[config.mk]
export PLATFORM = sky130hd
export DESIGN_NAME = input_write_scheduler_flat
export DESIGN_NICKNAME = d
export VERILOG_FILES = /design/src/rtl/input_write_scheduler_if.sv /design/src/rtl/input_write_scheduler.sv /design/src/flat_wrapper.sv
export SDC_FILE = /design/constraint.sdc
export NUM_CORES = 1
export LEC_CHECK = 0
export CORE_ASPECT_RATIO = 1.4
export CORE_UTILIZATION = 64
export CTS_CLUSTER_DIAMETER = 60
export DETAILED_ROUTE_END_ITERATION = 12
export GPL_TIMING_DRIVEN = 0
export PLACE_DENSITY_LB_ADDON = 0.2
export RECOVER_POWER = 50
export SLEW_MARGIN = 5
export SYNTH_ARGS = -nofsm -noshare
export SYNTH_HDL_FRONTEND = slang
export SYNTH_SLANG_ARGS = --single-unit
[constraint.sdc]
create_clock -name clk -period 4.3 [get_ports clk]
set_input_delay 0.86 -clock clk [delete_from_list [all_inputs] [get_ports clk]]
set_output_delay 0.86 -clock clk [all_outputs]
set_load 0.005 [all_outputs]
[src/rtl/input_write_scheduler_if.sv]
// Input-write port bundle: raw pad inputs and snooped CPU write in, memory input0/input1 writes out.
interface input_write_scheduler_if #(
  parameter int SIZE   = 16,
  parameter int ADDR_W = 6
);
  logic [3:0]        joy_raw;
  logic              btn_raw;
  logic              cpu_write_en;
  logic [ADDR_W-1:0] cpu_waddr;
  logic [SIZE-1:0]   input0_write_data;
  logic              input0_write_en;
  logic [SIZE-1:0]   input1_write_data;
  logic              input1_write_en;
  logic              btn_pending;

  modport master (
    output joy_raw, btn_raw, cpu_write_en, cpu_waddr,
    input  input0_write_data, input0_write_en, input1_write_data, input1_write_en, btn_pending
  );

  modport slave (
    input  joy_raw, btn_raw, cpu_write_en, cpu_waddr,
    output input0_write_data, input0_write_en, input1_write_data, input1_write_en, btn_pending
  );
endinterface

[src/rtl/input_write_scheduler.sv]
// Debounces joystick/button pads and issues one-cycle memory writes on change; INPUT_WRITE_SCHEDULER_AUTOREPEAT_EN adds held-button repeat.
// Joystick strobe DEBOUNCE_CYCLES+3 cycles after a raw change; CPU writes to the same address win and the input write is retried.
module input_write_scheduler #(
  parameter int SIZE            = 16,
  parameter int ADDR_W          = 6,
  parameter int JOYSTICK_ADDR   = 0,
  parameter int BUTTON_ADDR     = 29,
  parameter int DEBOUNCE_CYCLES = 1000000,
  parameter int REPEAT_CYCLES   = 25000000
) (
  input logic                  clk,
  input logic                  rst,
  input_write_scheduler_if.slave bus
);
  localparam int CNT_W = $clog2(DEBOUNCE_CYCLES);
  localparam logic [CNT_W-1:0]  DB_LAST = CNT_W'(DEBOUNCE_CYCLES - 1);
  localparam logic [ADDR_W-1:0] JOY_A   = ADDR_W'(JOYSTICK_ADDR);
  localparam logic [ADDR_W-1:0] BTN_A   = ADDR_W'(BUTTON_ADDR);

  typedef enum logic [1:0] {IDLE, WRITE_JOY, WRITE_BTN} state_t;

  state_t           state;
  logic [4:0]       raw, sync1, sync2, stable;
  logic [CNT_W-1:0] db_cnt [5];
  logic [SIZE-1:0]  joy_code, last_joy, data0, data1;
  logic             en0, en1, btn_prev, btn_pending, btn_dirty;
  logic             joy_dirty, btn_rise, rpt_fire, btn_set, cpu_hit_joy, cpu_clr_btn;

  assign raw = {bus.btn_raw, bus.joy_raw};

  // Bit i of stable follows sync2 only after DEBOUNCE_CYCLES consecutive disagreeing cycles.
  always_ff @(posedge clk) begin
    if (rst) begin
      sync1  <= '0;
      sync2  <= '0;
      stable <= '0;
      for (int i = 0; i < 5; i++) db_cnt[i] <= '0;
    end else begin
      sync1 <= raw;
      sync2 <= sync1;
      for (int i = 0; i < 5; i++) begin
        if (sync2[i] == stable[i]) begin
          db_cnt[i] <= '0;
        end else if (db_cnt[i] == DB_LAST) begin
          stable[i] <= sync2[i];
          db_cnt[i] <= '0;
        end else begin
          db_cnt[i] <= db_cnt[i] + 1'b1;
        end
      end
    end
  end

  always_comb begin
    joy_code = '0;
    if (stable[0])      joy_code = SIZE'(1);
    else if (stable[1]) joy_code = SIZE'(2);
    else if (stable[2]) joy_code = SIZE'(3);
    else if (stable[3]) joy_code = SIZE'(4);
  end

  assign joy_dirty   = (joy_code != last_joy);
  assign btn_rise    = stable[4] && !btn_prev;
  assign cpu_hit_joy = bus.cpu_write_en && (bus.cpu_waddr == JOY_A);
  assign cpu_clr_btn = bus.cpu_write_en && (bus.cpu_waddr == BTN_A);
  assign btn_set     = btn_rise || rpt_fire;

`ifdef INPUT_WRITE_SCHEDULER_AUTOREPEAT_EN
  localparam int RPT_W = $clog2(REPEAT_CYCLES);
  localparam logic [RPT_W-1:0] RPT_LAST = RPT_W'(REPEAT_CYCLES - 1);
  logic [RPT_W-1:0] rpt_cnt;

  // Phase-aligned to btn_prev so repeats land whole periods after the first press event.
  always_ff @(posedge clk) begin
    if (rst || !btn_prev)        rpt_cnt <= '0;
    else if (rpt_cnt == RPT_LAST) rpt_cnt <= '0;
    else                          rpt_cnt <= rpt_cnt + 1'b1;
  end

  assign rpt_fire = btn_prev && (rpt_cnt == RPT_LAST);
`else
  logic cfg_unused;
  assign cfg_unused = (REPEAT_CYCLES > 0);
  assign rpt_fire   = 1'b0;
`endif

  always_ff @(posedge clk) begin
    if (rst) begin
      state       <= IDLE;
      en0         <= 1'b0;
      en1         <= 1'b0;
      data0       <= '0;
      data1       <= '0;
      last_joy    <= '0;
      btn_prev    <= 1'b0;
      btn_pending <= 1'b0;
      btn_dirty   <= 1'b0;
    end else begin
      btn_prev <= stable[4];

      // A new press beats a same-cycle CPU clear; a clear also cancels any outstanding write.
      if (btn_set) begin
        btn_pending <= 1'b1;
        btn_dirty   <= 1'b1;
      end else if (cpu_clr_btn) begin
        btn_pending <= 1'b0;
        btn_dirty   <= 1'b0;
      end else if (state == WRITE_BTN) begin
        btn_dirty <= 1'b0;
      end

      case (state)
        IDLE: begin
          if (joy_dirty) begin
            state <= WRITE_JOY;
            en0   <= 1'b1;
            data0 <= joy_code;
          end else if (btn_dirty && btn_pending) begin
            state <= WRITE_BTN;
            en1   <= 1'b1;
            data1 <= SIZE'(1);
          end
        end
        WRITE_JOY: begin
          en0   <= 1'b0;
          state <= IDLE;
          if (!cpu_hit_joy) last_joy <= data0;
        end
        WRITE_BTN: begin
          en1   <= 1'b0;
          state <= IDLE;
        end
        default: begin
          en0   <= 1'b0;
          en1   <= 1'b0;
          state <= IDLE;
        end
      endcase
    end
  end

  assign bus.input0_write_data = data0;
  assign bus.input0_write_en   = en0;
  assign bus.input1_write_data = data1;
  assign bus.input1_write_en   = en1;
  assign bus.btn_pending       = btn_pending;
endmodule

[src/flat_wrapper.sv]
// flat-port wrapper written by rule: the top's interface ports become plain ports
module input_write_scheduler_flat 
#(
  parameter int SIZE            = 16,
  parameter int ADDR_W          = 6,
  parameter int JOYSTICK_ADDR   = 0,
  parameter int BUTTON_ADDR     = 29,
  parameter int DEBOUNCE_CYCLES = 1000000,
  parameter int REPEAT_CYCLES   = 25000000
)
  (clk, rst, bus_joy_raw, bus_btn_raw, bus_cpu_write_en, bus_cpu_waddr, bus_input0_write_data, bus_input0_write_en, bus_input1_write_data, bus_input1_write_en, bus_btn_pending);
  input_write_scheduler_if #(.SIZE(SIZE), .ADDR_W(ADDR_W)) bus_i ();
  input logic clk;
  input logic rst;
  input wire logic [$bits(bus_i.joy_raw)-1:0] bus_joy_raw;
  input wire logic [$bits(bus_i.btn_raw)-1:0] bus_btn_raw;
  input wire logic [$bits(bus_i.cpu_write_en)-1:0] bus_cpu_write_en;
  input wire logic [$bits(bus_i.cpu_waddr)-1:0] bus_cpu_waddr;
  output wire logic [$bits(bus_i.input0_write_data)-1:0] bus_input0_write_data;
  output wire logic [$bits(bus_i.input0_write_en)-1:0] bus_input0_write_en;
  output wire logic [$bits(bus_i.input1_write_data)-1:0] bus_input1_write_data;
  output wire logic [$bits(bus_i.input1_write_en)-1:0] bus_input1_write_en;
  output wire logic [$bits(bus_i.btn_pending)-1:0] bus_btn_pending;
  assign bus_i.joy_raw = bus_joy_raw;
  assign bus_i.btn_raw = bus_btn_raw;
  assign bus_i.cpu_write_en = bus_cpu_write_en;
  assign bus_i.cpu_waddr = bus_cpu_waddr;
  assign bus_input0_write_data = bus_i.input0_write_data;
  assign bus_input0_write_en = bus_i.input0_write_en;
  assign bus_input1_write_data = bus_i.input1_write_data;
  assign bus_input1_write_en = bus_i.input1_write_en;
  assign bus_btn_pending = bus_i.btn_pending;
  input_write_scheduler #(.SIZE(SIZE), .ADDR_W(ADDR_W), .JOYSTICK_ADDR(JOYSTICK_ADDR), .BUTTON_ADDR(BUTTON_ADDR), .DEBOUNCE_CYCLES(DEBOUNCE_CYCLES), .REPEAT_CYCLES(REPEAT_CYCLES)) u_core (.clk(clk), .rst(rst), .bus(bus_i));
endmodule
==> results by group <==
Place
  – PortBufs: 20
  – Routability Congestion: 0.832
  – DP Area: 7710 sq um
  – Inst Count DP: between 900 and 1k
  – Detailed placement HPWL: 9.71 mm

Clocking
  – TritonCTS clock tree: built
  – CTS resizes: 0
  – Clock sink total: 129
  – Longest Clk Path Bufs: 2
  – Root Buffer Master: clkbuf_16
  – Clk_lat worst skew: slightly above 0.4 ns
  – # hold bufs at CTS: 0
  – Post-CTS setup buffer count: 0
  – H-Tree Depth: 4
  – Clock slew at reported path FFs: roughly 0.060 ns
  – CTS Buf Count: 17

Logic synthesis
  – Ys Warns: 0
  – Seq/Total Area, Yosys: 52.2%
  – Top post-synthesis cells by count: 100 x edfxtp_1, 78 x nor2_1, 45 x a21oi_1
  – Synth Register Bits: roughly 130
  – Post-synth top area cell: edfxtp_1
  – Mean Syn Cell Area: 10.2 sq um
  – FFs w/ async S/R, synth: 0%
  – Top post-synthesis cells by area: edfxtp_1 44%, dfxtp_1 8.5%, xor2_1 4.6%
  – EDFF count, synth: 100
  – Predominant post-synthesis flop cell: edfxtp_1
  – Synth Cell Area: ~6900 sq um
  – Share of the synthesized area in the top cell type: 43.7%
  – Synth unique cells: 48
  – Post-Synthesis Cells: between 600 and 700
  – Most frequent cell after synthesis: edfxtp_1

Timing
  – Final Cycle Share: 76.6%
  – Min Clock Period, post-route: 3.29 ns
  – Setup_tns: 0 ns
  – Final Setup Violations: 0
  – Worst-margin pin slew: between 1 and 1.5 ns
  – FMAX: around 300 MHz
  – Skew final: 0.00476 ns
  – Fin. Hold Viols: 0
  – RSZ-0062 raised after global routing: false
  – Max-slew violations: 0
  – Worst rel slew slack: 19.6%

Power and ir drop
  – P_sw: 637 uW
  – Comb power frac: 4.5%
  – Cell Pwr Density: 364 nW/um^2
  – Clock power share: a little under half
  – Flop pwr share: 47.5%
  – Static leakage: 3.01 nW
  – Sw frac: 21.1%
  – VDD IR-drop max: 343 uV
  – Power Internal: 2.38 mW

Critical path
  – Setup crit end kind: flop
  – R2R Setup Slk: 1.01 ns
  – CP Max Fanout: 10
  – Data arrival, critical path: 3.44 ns
  – Critical path launch point type: flop
  – Kind of critical path: flop to flop
  – R2R Path End: u_core.db_cnt[1][6]
  – R2R Path Start: u_core.db_cnt[1][13]
  – Worst reg-to-reg path cell count: 5
  – Critical Path RT: 4.45 ns

Floorplan
  – Num rows: 44
  – Die area: 11,200 sq um
  – Die X: 89.5 um
  – CORE AREA: between 10,000 and 15,000 sq um
  – Die H: 125 um
  – I/O Pins: 49
  – Effective utilization at floorplan: 66.0%

Cells and area
  – Layout Cells excl Fill: approximately 990
  – Synth-to-layout area growth: 20.8%
  – # nets final: 860
  – Layout cell share with drive strength beyond 1: 8.20%
  – Layout Cell Area excl Fill: approximately 8300 sq um
  – Fill cells: between 600 and 700
  – Diodes inserted: 0

Global route
  – Vias in the first global route: between 5k and 6k
  – Largest net degree at the start of global routing: 17
  – Grt ovf: 0
  – First-pass GRT wire length: 22.8 mm
  – GRT Total Usage: 26.5%
  – Initial antenna violation count: 0

Flow run
  – Max-Cap Viols: 0

Route
  – Pre-antenna DRT Iters: 5
  – Via count: about 5.3k
  – WL/cell: 13.9 um
  – First DRT Iteration DRCs: 341
  – Routed vias/inst: 5.39
  – Final wirelength: 13.8 mm
  – Post-route ant nets: 0
  – DRC: 0

Hold path
  – Hold crit path type: flop to flop
  – Worst Hold Launch: u_core.sync1[2]
  – Min-Delay Path Depth: 1
  – WHS Endpoint: u_core.sync2[2]

Run status
  – Status: finished, final reports clean
[critical path: stages (launching register included)]
cell,delay [ns]
edfxtp_1,0.45
or4_1,0.52
or4_1,0.58
o21ai_0,0.93
clkbuf_1,0.43
nor2_1,0.10
[through the flow]
stage          setup slack (ns)  power [mW]  hold slack (ns)  util, %
3_3_place_gp               1.46        1.58            0.418     74.1
2_1_floorplan              2.17        1.55            0.414        -
4_1_cts                    1.66        3.02            0.435     80.1
6_report                   1.01        3.02            0.433     79.7
3_5_place_dp               1.44        1.59            0.423     74.1
5_1_grt                   0.838        3.11            0.458     79.7
[routing by layer]
| layer | vias to the layer above | track usage, % | part of all wire (%) |
|---|---|---|---|
| met5 | - | 0 | 0 |
| met4 | 0 | 11.6 | 2.4 |
| met3 | 38 | 6.10 | 4.1 |
| met2 | 152 | 45.6 | 53 |
| met1 | 2506 | 30.6 | 40 |
| li1 | 2651 | - | - |
[worst max-delay path by stage]
stage | start | to | depth (start not counted)
2_1_floorplan | u_core.db_cnt[1][13] | u_core.db_cnt[1][10] | 5
4_1_cts | u_core.db_cnt[4][0] | u_core.db_cnt[4][5] | 6
5_1_grt | u_core.db_cnt[1][15] | u_core.db_cnt[1][8] | 5
6_report | u_core.db_cnt[1][13] | u_core.db_cnt[1][6] | 5
3_3_place_gp | rst | u_core.last_joy[0] | 5
3_5_place_dp | rst | u_core.last_joy[0] | 5
[state kept, by name, indices dropped and copies added, names as in the netlist]
name	count
u_core.btn_dirty	1
u_core.sync2	5
u_core.bus.btn_pending	1
u_core.stable	5
u_core.last_joy	3
u_core.bus.input1_write_data	1
u_core.bus.input0_write_data	3
u_core.sync1	5
u_core.bus.input0_write_en	1
u_core.bus.input1_write_en	1
u_core.btn_prev	1
u_core.state	2
u_core.db_cnt	100
[layout make-up]
cell class / instances / area (sq um) / share of cell area (%)
plain buffers: 52 / 304 / 3.67
clock buffers: 26 / 584 / 7.04
clock inverters: 6 / 32.5 / 0.392
inverters: 22 / 82.6 / 0.996
multi-input cells: 599 / 3330 / 40.2
flip-flops and latches: 129 / 3580 / 43.2
well taps: 138 / 173 / 2.08
repair buffers: 20 / 200 / 2.41
[cells by family (layout without fill, tap and decap cells)]
logic type | count (synthesis) | in the layout | synth area share, %
buffers and inverters | 74 | 126 | 5.81
adders and majority gates | 5 | 5 | 0.911
and+or+nand+nor | 304 | 304 | 24.4
DFF | 129 | 129 | 52.2
muxes | 6 | 6 | 0.947
other | 2 | 128 | 0.109
AOI/OAI and AO/OA | 94 | 94 | 7.71
xor gates and xnor gates | 62 | 62 | 7.91
[placed cells by master (no fill, tap or decap), types with 13 or more instances in the layout]
master	instances
nand3_1	40
clkbuf_1	22
xnor2_1	26
nor2_1	78
xor2_1	36
clkbuf_16	21
conb_1	128
or3_1	25
nand2_1	31
dfxtp_1	29
nand4_1	26
edfxtp_1	100
o21ai_0	33
a21oi_1	45
inv_1	22
buf_4	28
or4_1	19
o31ai_1	13
[power groups by stage]
| stage | Sequential [mW] | Combinational, mW | Clock (mW) |
|---|---|---|---|
| after floorplan | 1.45 | 0.101 | 0 |
| after global placement | 1.45 | 0.125 | 0 |
| after detailed placement | 1.46 | 0.129 | 0 |
| after CTS | 1.43 | 0.132 | 1.46 |
| after global routing | 1.44 | 0.154 | 1.51 |
| final | 1.44 | 0.136 | 1.45 |
Note: power is estimated with default switching activity, not from simulation.
